==> src/rtl/sim_step_scheduler_if.sv <==
// sim_step_scheduler_if: video, keyboard, physics-FSM and host handshake signals of the step scheduler.
interface sim_step_scheduler_if;
  logic        VGA_VS;
  logic [7:0]  keycode;
  logic        fsm_done;
  logic        host_req;
  logic        fsm_start;
  logic        host_gnt;
  logic        paused;
  logic        busy;
  logic [31:0] step_count;
  logic [15:0] overrun_count;
  logic        timeout_err;
  modport master (
    output VGA_VS, keycode, fsm_done, host_req,
    input  fsm_start, host_gnt, paused, busy, step_count, overrun_count, timeout_err
  );
  modport slave (
    input  VGA_VS, keycode, fsm_done, host_req,
    output fsm_start, host_gnt, paused, busy, step_count, overrun_count, timeout_err
  );
endinterface

==> src/rtl/sim_step_scheduler.sv <==
// sim_step_scheduler: vsync-paced physics step launcher with pause/step keys and host regfile arbitration.
module sim_step_scheduler #(
  parameter logic [7:0] SPACE_CODE      = 8'd44,
  parameter logic [7:0] STEP_CODE       = 8'd22,
  parameter int         FRAMES_PER_STEP = 1,
  parameter int         TIMEOUT_CYCLES  = 1_000_000
) (
  input logic CLK,
  input logic RESET,
  sim_step_scheduler_if.slave bus
);
  localparam int FW = FRAMES_PER_STEP > 1 ? $clog2(FRAMES_PER_STEP) : 1;
  localparam int TW = $clog2(TIMEOUT_CYCLES);
  localparam logic [1:0] S_IDLE = 2'd0, S_START = 2'd1, S_RUN = 2'd2, S_HOST = 2'd3;
  logic [1:0]    state;
  logic          vs_s1, vs_s2, vs_q, frame_tick;
  logic [FW-1:0] frame_cnt;
  logic [7:0]    key_q;
  logic          done_q, paused_q, sp_pend, timeout_q;
  logic [TW-1:0] timer;
  logic [31:0]   step_cnt;
  logic [15:0]   ovr_cnt;
  logic          step_due, space_edge, step_edge, launch, done_rise, tmo;
  always_comb begin
    step_due   = frame_tick && frame_cnt == FW'(FRAMES_PER_STEP - 1);
    space_edge = bus.keycode == SPACE_CODE && key_q != SPACE_CODE;
    step_edge  = bus.keycode == STEP_CODE && key_q != STEP_CODE;
    launch     = state == S_IDLE && !bus.host_req && step_due && (!paused_q || sp_pend);
    done_rise  = bus.fsm_done && !done_q;
    tmo        = timer == TW'(TIMEOUT_CYCLES - 1);
  end
  assign bus.fsm_start     = state == S_START;
  assign bus.host_gnt      = state == S_HOST;
  assign bus.busy          = state == S_START || state == S_RUN;
  assign bus.paused        = paused_q;
  assign bus.step_count    = step_cnt;
  assign bus.overrun_count = ovr_cnt;
  assign bus.timeout_err   = timeout_q;
  always_ff @(posedge CLK) begin
    if (RESET) begin
      state      <= S_IDLE;
      vs_s1      <= 1'b0;
      vs_s2      <= 1'b0;
      vs_q       <= 1'b0;
      frame_tick <= 1'b0;
      frame_cnt  <= '0;
      key_q      <= '0;
      done_q     <= 1'b0;
      paused_q   <= 1'b0;
      sp_pend    <= 1'b0;
      timeout_q  <= 1'b0;
      timer      <= '0;
      step_cnt   <= '0;
      ovr_cnt    <= '0;
    end else begin
      vs_s1      <= bus.VGA_VS;
      vs_s2      <= vs_s1;
      vs_q       <= vs_s2;
      frame_tick <= vs_q && !vs_s2;
      if (frame_tick)
        frame_cnt <= frame_cnt == FW'(FRAMES_PER_STEP - 1) ? '0 : frame_cnt + 1'b1;
      key_q  <= bus.keycode;
      done_q <= bus.fsm_done;
      if (space_edge)
        paused_q <= !paused_q;
      // a pending single step is consumed by its launch or discarded on unpause
      sp_pend <= (launch || (space_edge && paused_q)) ? 1'b0 :
                 (step_edge && paused_q) ? 1'b1 : sp_pend;
      if (step_due && !launch && ovr_cnt != 16'hFFFF)
        ovr_cnt <= ovr_cnt + 1'b1;
      case (state)
        S_IDLE: state <= bus.host_req ? S_HOST : launch ? S_START : S_IDLE;
        S_START: begin
          timer <= '0;
          state <= S_RUN;
        end
        S_RUN:
          if (done_rise) begin
            state    <= S_IDLE;
            step_cnt <= step_cnt + 1'b1;
          end else if (tmo) begin
            state     <= S_IDLE;
            timeout_q <= 1'b1;
          end else
            timer <= timer + 1'b1;
        default: state <= bus.host_req ? S_HOST : S_IDLE;
      endcase
    end
  end
endmodule

==> src/flat_wrapper.sv <==
// flat-port wrapper written by rule: the top's interface ports become plain ports
module sim_step_scheduler_flat 
#(
  parameter logic [7:0] SPACE_CODE      = 8'd44,
  parameter logic [7:0] STEP_CODE       = 8'd22,
  parameter int         FRAMES_PER_STEP = 1,
  parameter int         TIMEOUT_CYCLES  = 1_000_000
)
  (CLK, RESET, bus_VGA_VS, bus_keycode, bus_fsm_done, bus_host_req, bus_fsm_start, bus_host_gnt, bus_paused, bus_busy, bus_step_count, bus_overrun_count, bus_timeout_err);
  sim_step_scheduler_if bus_i ();
  input logic CLK;
  input logic RESET;
  input wire logic [$bits(bus_i.VGA_VS)-1:0] bus_VGA_VS;
  input wire logic [$bits(bus_i.keycode)-1:0] bus_keycode;
  input wire logic [$bits(bus_i.fsm_done)-1:0] bus_fsm_done;
  input wire logic [$bits(bus_i.host_req)-1:0] bus_host_req;
  output wire logic [$bits(bus_i.fsm_start)-1:0] bus_fsm_start;
  output wire logic [$bits(bus_i.host_gnt)-1:0] bus_host_gnt;
  output wire logic [$bits(bus_i.paused)-1:0] bus_paused;
  output wire logic [$bits(bus_i.busy)-1:0] bus_busy;
  output wire logic [$bits(bus_i.step_count)-1:0] bus_step_count;
  output wire logic [$bits(bus_i.overrun_count)-1:0] bus_overrun_count;
  output wire logic [$bits(bus_i.timeout_err)-1:0] bus_timeout_err;
  assign bus_i.VGA_VS = bus_VGA_VS;
  assign bus_i.keycode = bus_keycode;
  assign bus_i.fsm_done = bus_fsm_done;
  assign bus_i.host_req = bus_host_req;
  assign bus_fsm_start = bus_i.fsm_start;
  assign bus_host_gnt = bus_i.host_gnt;
  assign bus_paused = bus_i.paused;
  assign bus_busy = bus_i.busy;
  assign bus_step_count = bus_i.step_count;
  assign bus_overrun_count = bus_i.overrun_count;
  assign bus_timeout_err = bus_i.timeout_err;
  sim_step_scheduler #(.SPACE_CODE(SPACE_CODE), .STEP_CODE(STEP_CODE), .FRAMES_PER_STEP(FRAMES_PER_STEP), .TIMEOUT_CYCLES(TIMEOUT_CYCLES)) u_core (.CLK(CLK), .RESET(RESET), .bus(bus_i));
endmodule
==> config.mk <==
export PLATFORM = sky130hd
export DESIGN_NAME = sim_step_scheduler_flat
export DESIGN_NICKNAME = d
export VERILOG_FILES = /design/src/rtl/sim_step_scheduler_if.sv /design/src/rtl/sim_step_scheduler.sv /design/src/flat_wrapper.sv
export SDC_FILE = /design/constraint.sdc
export NUM_CORES = 1
export LEC_CHECK = 0
export CAP_MARGIN = 25
export CORE_MARGIN = 2
export CORE_UTILIZATION = 54
export DETAILED_ROUTE_END_ITERATION = 10
export GPL_ROUTABILITY_DRIVEN = 0
export PLACE_DENSITY = 0.8
export SLEW_MARGIN = 10
export SYNTH_ARGS = -nofsm -noshare
export SYNTH_HDL_FRONTEND = slang
export SYNTH_SLANG_ARGS = --single-unit
==> constraint.sdc <==
create_clock -name CLK -period 2.4 [get_ports CLK]
set_input_delay 0.24 -clock CLK [delete_from_list [all_inputs] [get_ports CLK]]
set_output_delay 0.24 -clock CLK [all_outputs]
set_load 0.01 [all_outputs]
# Word-level counts from Yosys, hierarchy flattened
# Index checks and enable logic that the tools add are counted.
[op_classes]
n_addsub = 4
muxes = 10
n_bitwise = 2
reduce_logical = 26
eq_ne = 12
[op_table]
columns = ["operator", "count"]
rows = [
  ["$mux W20", 2],
  ["$pmux W20 S2", 1],
  ["$add A32 B1 Y32 const B", 1],
  ["$add A20 B1 Y20 const B", 1],
  ["$eq A20 B20 Y1 const B", 1],
  ["$add A16 B1 Y16 const B", 1],
  ["$ne A16 B16 Y1 const B", 1],
  ["$logic_and A1 B1 Y1", 12],
  ["$eq A8 B5 Y1 const B", 1],
  ["$eq A8 B6 Y1 const B", 1],
  ["$mux W2", 4],
  ["$ne A8 B5 Y1 const B", 1],
  ["$ne A8 B6 Y1 const B", 1],
  ["$pmux W2 S3", 1],
  ["$reduce_and A3 Y1", 2],
  ["$logic_not A1 Y1", 5],
  ["$eq A2 B2 Y1 const B", 2],
  ["$ne A2 B2 Y1 const B", 2],
  ["$logic_or A1 B1 Y1", 3],
  ["$ne A3 B1 Y1 const B", 1],
  ["$eq A2 B1 Y1 const B", 1],
  ["$logic_not A2 Y1", 1],
  ["$mux W1", 2],
  ["$not A1 Y1", 2],
  ["other kinds (4)", 4],
]
[word_totals]
ff_bits = 87
elab_cells = 68
inputBits = 13
output_inout_bits = 53

# Logic depth before layout (Yosys ltp)
# Gate-level depths: netlist of run 1.
[depth]
depth_word = 7
ltp_mapped = 8
depth_no_buf = 7

# Worst setup path before layout of run 1
# Ideal clock, no wire load.
[synth_timing]
kind = "register to register"
from = "reg u_core.state[0]"
to = "reg u_core.timer[5]"
path_buffers = 1
setup_ns = 0.070
synth_period_minus_slack_ns = 2.000
slack_ns = 0.400
path_stages_with_launch = 9
arrival_ns = 1.930
required_time_ns = 2.330
cell_sequence = "dfxtp_1 -> inv_1 -> ha_1 -> nand3b_1 -> and2_1 -> clkbuf_1 -> o31ai_2 -> or4_1 -> a21oi_1"
[synth_via]
elab_chain_len = 3
word_cells_on_any_way = 7
classes_between = "eq/ne: 4; mux: 1; reduce/logical: 2"
[synth_rtl]
columns = ["element", "line_no", "source"]
rows = [
  ["from (decl)", "sim_step_scheduler.sv:15", "logic [1:0] state;"],
  ["from (signal assigned)", "sim_step_scheduler.sv:72", "S_IDLE: state <= bus.host_req ? S_HOST : launch ? S_START : S_IDLE;"],
  ["from (signal assigned)", "sim_step_scheduler.sv:86", "default: state <= bus.host_req ? S_HOST : S_IDLE;"],
  ["$eq A2 B2 Y1 or $eq A2 B1 Y1 (tied branches)", "sim_step_scheduler.sv:71", "case (state)"],
  ["$ne A2 B2 Y1 (no line) or $reduce_bool A2 Y1 (tied branches)", "n/a", ""],
  ["$reduce_and A3 Y1 (no line)", "n/a", ""],
  ["to (signal assigned)", "sim_step_scheduler.sv:85", "timer <= timer + 1'b1;"],
  ["to (decl)", "sim_step_scheduler.sv:20", "logic [TW-1:0] timer;"],
]
# Several ways; a longest one is shown, not always the timed one.
# A chain may end at the register's enable or synchronous reset.

# Worst setup path after layout of run 1
[layout_timing]
from = "reg u_core.timer[0]"
to = "reg u_core.timer[13]"
[layout_via]
elab_chain_len = 4
word_cells_on_any_way = 7
classes_between = "add/sub: 1; eq/ne: 2; mux: 3; reduce/logical: 1"
[layout_rtl]
columns = ["element", "line_no", "source"]
rows = [
  ["$add A20 B1 Y20", "sim_step_scheduler.sv:85", ""],
  ["$mux W20", "sim_step_scheduler.sv:81", "end else if (tmo) begin"],
  ["$mux W20", "sim_step_scheduler.sv:78", "if (done_rise) begin"],
  ["$pmux W20 S2", "sim_step_scheduler.sv:71", ""],
]
# Several ways; a longest one is shown, not always the timed one. The select of a mux whose other input is x is not followed.

==> metrics, run 1 <==
post-route minimum period=around 2.1 ns; Yosys top cell by area=dfxtp_1; Final Setup Violations=0; Slew Viols, Final=0; CTS buffer count=9; clock power share=37.9%; RSZ-0062 raised after global routing=no; Max Buffers Root-to-Sink=2; # diodes=0; Register-to-Register Setup Slack=approximately 0.26 ns; Power, Total=roughly 2.7 mW; die area=8330 um2; # fillers=580; ratio of cells with drive above 1 in the final layout=7.01%; crit-path max FO=10; met1 Use GR=31.0%; Synth Net Count=493; Most used DFF post-synth=dfxtp_1; GRT Util Overall=23.7%; Power Density=538 nW/um2; largest net degree at the start of global routing=45; CTS Root Cell=clkbuf_8; TritonCTS clock tree=built; area of the mapped netlist=4110 um2; area of the core=7330 um2; row cnt=31; synth cell count leaders=86 x dfxtp_1, 58 x nor2_1, 30 x nand2_1, 27 x xnor2_1, 26 x a21oi_1; vias=3723; combinational power share=under 10%; ys async rst share=0%; area grow syn2layout=23.4%; Area contributors post-synth=dfxtp_1 42%, xnor2_1 5.8%, nor2_1 5.3%, a21oi_1 3.2%, nand4_1 3.0%; footprint of the multi-input gates=2260 um2; CP endpoint kind=flop; fin nets=557; HP Class=reg -> reg; # resized after CTS=0; Die Height=between 90 and 100 um; max-cap viol count=0; setup TNS=0 ns; Arr. time, crit path=2.38 ns; post-synth top area share=about two fifths; Worst VDD drop=about 0.28 mV; DR pass1 iterations=4; status=completed; initial antenna violation count=0; CTS Hold Bufs=0; first-pass GRT wire length=16400 um; cells after synthesis=473; grt total ovfl=0; critical path class=reg -> reg; Startpoint Class=flop; Seq/Total Area, Yosys=41.9%; DP Wirelength=6750 um; Final Hold Viols=0; drt wl/cell=15.2 um; Pleak=between 1.5 and 2 nW; Slew headroom=46.0%; GR Util met2=38.9%; later-pin clock latency in the skew report=0.35 ns; Post-synth EDFFs=0; CTS H-tree depth=3; switching portion of total power=24.7%; Final Util=69.2%; final period utilization=89.2%; I/O Buffers=65; #FFs+latches synth=86; setup repair bufs after CTS=0; Switching Power=0.674 mW; Ys Warns=0; vias in the first global route=about 3600; Pint=2.05 mW; vias per cell=just under 6; CTS sink count=86; Clock Skews=0.0123 ns; Starting Density=56.1%; syn_area_per_cell=8.69 um2; f_max=0.467 GHz; die width=slightly above 90 um; I/O pin cnt=66; initial DRC count=196; Yosys cell types=55; WL final=9760 um; register area=1720 um2; Slew @ Worst Pin=0.810 ns; cell with the most instances after synthesis=dfxtp_1; gr busiest metal=met2; register share of total power=53.3%; M3 GR Usage=4.65%; CP Data Required Time=2.64 ns; DRC viols=0; Antenna Nets Post-Route=0; Clock Pin Slew Worst Setup and Hold Paths=0.09 ns
[critical path: stages (launching register included)]
cell	delay, ns
dfxtp_1	0.42
ha_1	0.23
and3_1	0.28
nand2_1	0.19
o21ai_1	0.62
or3_1	0.22
a21oi_1	0.07
[area by class of cell]
type,instances,area share (%)
Timing Repair Buffer,74,14.3
Clock inverter,5,1.16
Inverter,11,0.814
Tap cell,99,2.44
Sequential cell,86,33.9
Multi-Input combinational cell,355,44.5
Clock buffer,11,2.79
[routing by layer]
metal  wire length [um]  vias to the layer above
met5                  0                        -
met4                151                        0
met3                571                       15
met2               4500                      116
met1               4530                     1749
li1                   -                     1843
[sequential cells by signal, summed over array words and instances, names as in the netlist, 2 cells and up]
signal                    count
u_core.bus.overrun_count     16
u_core.bus.step_count        32
u_core.state                  2
u_core.timer                 20
u_core.key_q                  8
[logic make-up (layout without fill, tap and decap cells)]
group	Yosys count	after routing	share of synthesized area [%]
DFF	86	86	41.9
and+or+nand+nor	229	229	32.0
adders and majority gates	7	7	2.13
xor gates and xnor gates	40	40	8.52
AOI/OAI and AO/OA	76	76	11.6
muxes	3	3	0.730
buffers and inverters	32	101	3.16
[through the flow]
stage	std cells	area (um2)	hold WS, ns	setup WS (ns)
2_1_floorplan	473	4110	0.368	0.400
3_3_place_gp	625	4870	0.409	0.262
3_5_place_dp	625	4870	0.413	0.217
4_1_cts	641	5070	0.434	0.293
5_1_grt	641	5070	0.448	0.112
6_report	641	5070	0.430	0.258
[layout by cell type, fill, tap and decap left out, types with 6 or more instances in the layout]
| cell | count |
|---|---|
| xor2_1 | 13 |
| and3_1 | 9 |
| nand3_1 | 24 |
| buf_4 | 8 |
| nand2_1 | 30 |
| clkdlybuf4s50_1 | 64 |
| a21oi_1 | 26 |
| or3_1 | 13 |
| ha_1 | 7 |
| a31oi_1 | 8 |
| dfxtp_1 | 86 |
| inv_1 | 11 |
| and4_1 | 8 |
| clkbuf_8 | 10 |
| o21ai_0 | 15 |
| nor2b_1 | 13 |
| nor4_2 | 8 |
| nor2_1 | 58 |
| nor4b_1 | 6 |
| xnor2_1 | 27 |
| nor3_1 | 10 |
| nand4_1 | 20 |
[power by group through the flow]
stage	sequential (mW)	clock (mW)	combinational, mW
after detailed placement	1.49	0	0.238
after floorplan	1.49	0	0.135
after CTS	1.46	1.04	0.239
final	1.46	1.03	0.240
after global placement	1.49	0	0.232
after global routing	1.46	1.09	0.264
[worst paths after layout]
check,startpoint,endpoint,depth (start not counted)
worst max-delay path,u_core.timer[0],u_core.timer[13],6
worst min-delay path,u_core.vs_s2,u_core.frame_tick,1
worst max register to register,u_core.timer[0],u_core.timer[13],6
worst min register to register,u_core.vs_s2,u_core.frame_tick,1
(Power assumes the default switching activity.)
==> run 2, diff against run 1 <==
--- a/config.mk
+++ b/config.mk
@@ -7,11 +7,11 @@
 export LEC_CHECK = 0
 export CAP_MARGIN = 25
 export CORE_MARGIN = 2
-export CORE_UTILIZATION = 54
+export CORE_UTILIZATION = 25
 export DETAILED_ROUTE_END_ITERATION = 10
 export GPL_ROUTABILITY_DRIVEN = 0
-export PLACE_DENSITY = 0.8
 export SLEW_MARGIN = 10
 export SYNTH_ARGS = -nofsm -noshare
 export SYNTH_HDL_FRONTEND = slang
 export SYNTH_SLANG_ARGS = --single-unit
+export TNS_END_PERCENT = 30
==> run 2 against run 1 <==
Compared with the run above:
- worst setup slack worse by 0.021 ns
- die area increased by 110%
- total power rose by 17%
- clock skew fell by 0.0044 ns
- via count up 0.62%
- final area grew 5.5%
- critical endpoint is now u_core.timer[9]
==> metrics, run 2 (synthesis results as in run 1) <==
max-cap viol count=0; Final Setup Violations=0; Slew headroom=54.3%; HP Class=in -> reg; I/O pin cnt=66; Non-Filler Instances=760; M3 GR Usage=3.58%; Max Buffers Root-to-Sink=2; Clock Skews=0.00790 ns; vias per cell=4.93; ratio of cells with drive above 1 in the final layout=6.99%; Switching Power=approximately 0.7 mW; Die Height=132 um; CP Data Required Time=2.66 ns; area grow syn2layout=30.2%; Antenna Nets Post-Route=0; initial DRC count=197; largest net degree at the start of global routing=37; CTS H-tree depth=3; CP endpoint kind=flop; GR Util met2=19.3%; Arr. time, crit path=2.43 ns; Min Hold Slack=0.361 ns; die width=132 um; drt wl/cell=13.7 um; Startpoint Class=flop; setup TNS=0 ns; switching portion of total power=22.2%; f_max=between 0.4 and 0.5 GHz; vias in the first global route=between 3000 and 4000; # resized after CTS=0; status=completed; met1 Use GR=roughly 15%; final period utilization=90.1%; Post-Place Cells=about 740; CTS Root Cell=clkbuf_16; I/O Buffers=65; Pint=around 2.5 mW; row cnt=46; setup repair bufs after CTS=0; combinational power share=7.4%; fin nets=between 500 and 600; Power Density=slightly below 600 nW/um2; vias=3746; DP Wirelength=7390 um; gr busiest metal=met2; RSZ-0062 raised after global routing=no; CTS buffer count=9; Pleak=1.71 nW; Clock Pin Slew Worst Setup and Hold Paths=approximately 0.060 ns; Final Hold Viols=0; number of flip-flops in the largest register=32; Starting Density=between 20% and 30%; CTS Hold Bufs=0; crit-path max FO=10; TritonCTS clock tree=built; clock power share=46.9%; Worst VDD drop=between 0.3 and 0.4 mV; most frequent cells in the layout=86 x dfxtp_1, 64 x clkdlybuf4s50_1, 58 x nor2_1; Slew @ Worst Pin=around 0.7 ns; first-pass GRT wire length=17500 um; DR pass1 iterations=4; die area=17500 um2; commonest non-fill, non-tap cell in the layout=dfxtp_1; critical path class=reg -> reg; post-route minimum period=approximately 2.2 ns; register share of total power=45.7%; later-pin clock latency in the skew report=0.33 ns; grt total ovfl=0; CTS sink count=86; GRT Util Overall=11.9%; WL final=10400 um; area of the core=16000 um2; # diodes=0; Slew Viols, Final=0; initial antenna violation count=0; DRC viols=0
==> run 2: per-stage QoR <==
stage | instance area, um2 | worst slack [ns] | power, mW | utilization (%)
after floorplan | 4110 | 0.400 | 1.62 | -
after global placement | 5030 | 0.288 | 1.72 | 31.5
after detailed placement | 5030 | 0.218 | 1.72 | 31.5
after CTS | 5350 | 0.268 | 3.23 | 33.4
after global routing | 5350 | 0.0303 | 3.33 | 33.4
final | 5350 | 0.237 | 3.19 | 33.4
==> run 2: final cells by class <==
type                    count  area (um2)
fillers                  1706       10600
multi-input cells         355        2260
flip-flops and latches     86        1720
repair buffers             76         741
well taps                 216         270
clock buffers              13         250
clock inverters             3        67.6
inverters                  11        41.3
==> run 2: power by group through the flow <==
stage | clock network, mW | registers [mW] | logic (mW)
finish | 1.50 | 1.46 | 0.237
global route | 1.61 | 1.46 | 0.262
CTS | 1.54 | 1.46 | 0.237
detailed placement | 0 | 1.49 | 0.235
global placement | 0 | 1.49 | 0.230
floorplan | 0 | 1.49 | 0.135
==> run 2: worst paths after layout <==
path,end,slack (ns),startpoint,depth (start not counted)
worst max-delay path,u_core.timer[9],0.24,u_core.state[1],6
worst min-delay path,u_core.bus.overrun_count[6],0.36,RESET,2
worst max register to register,u_core.timer[9],0.24,u_core.state[1],6
worst min register to register,u_core.frame_tick,0.45,u_core.vs_s2,1
==> run 2: worst max-delay path: stages, from the launching register on <==
cell and delay, ns:
dfxtp_1 0.38, inv_1 0.09, ha_1 0.38, and3_1 0.28, o21ai_1 0.27, or4_1 0.54, a21oi_1 0.16
==> run 2: routing by layer <==
metal	wire, um	vias up
li1	-	1849
met1	4940	1776
met2	4750	104
met3	548	17
met4	161	0
met5	0	-
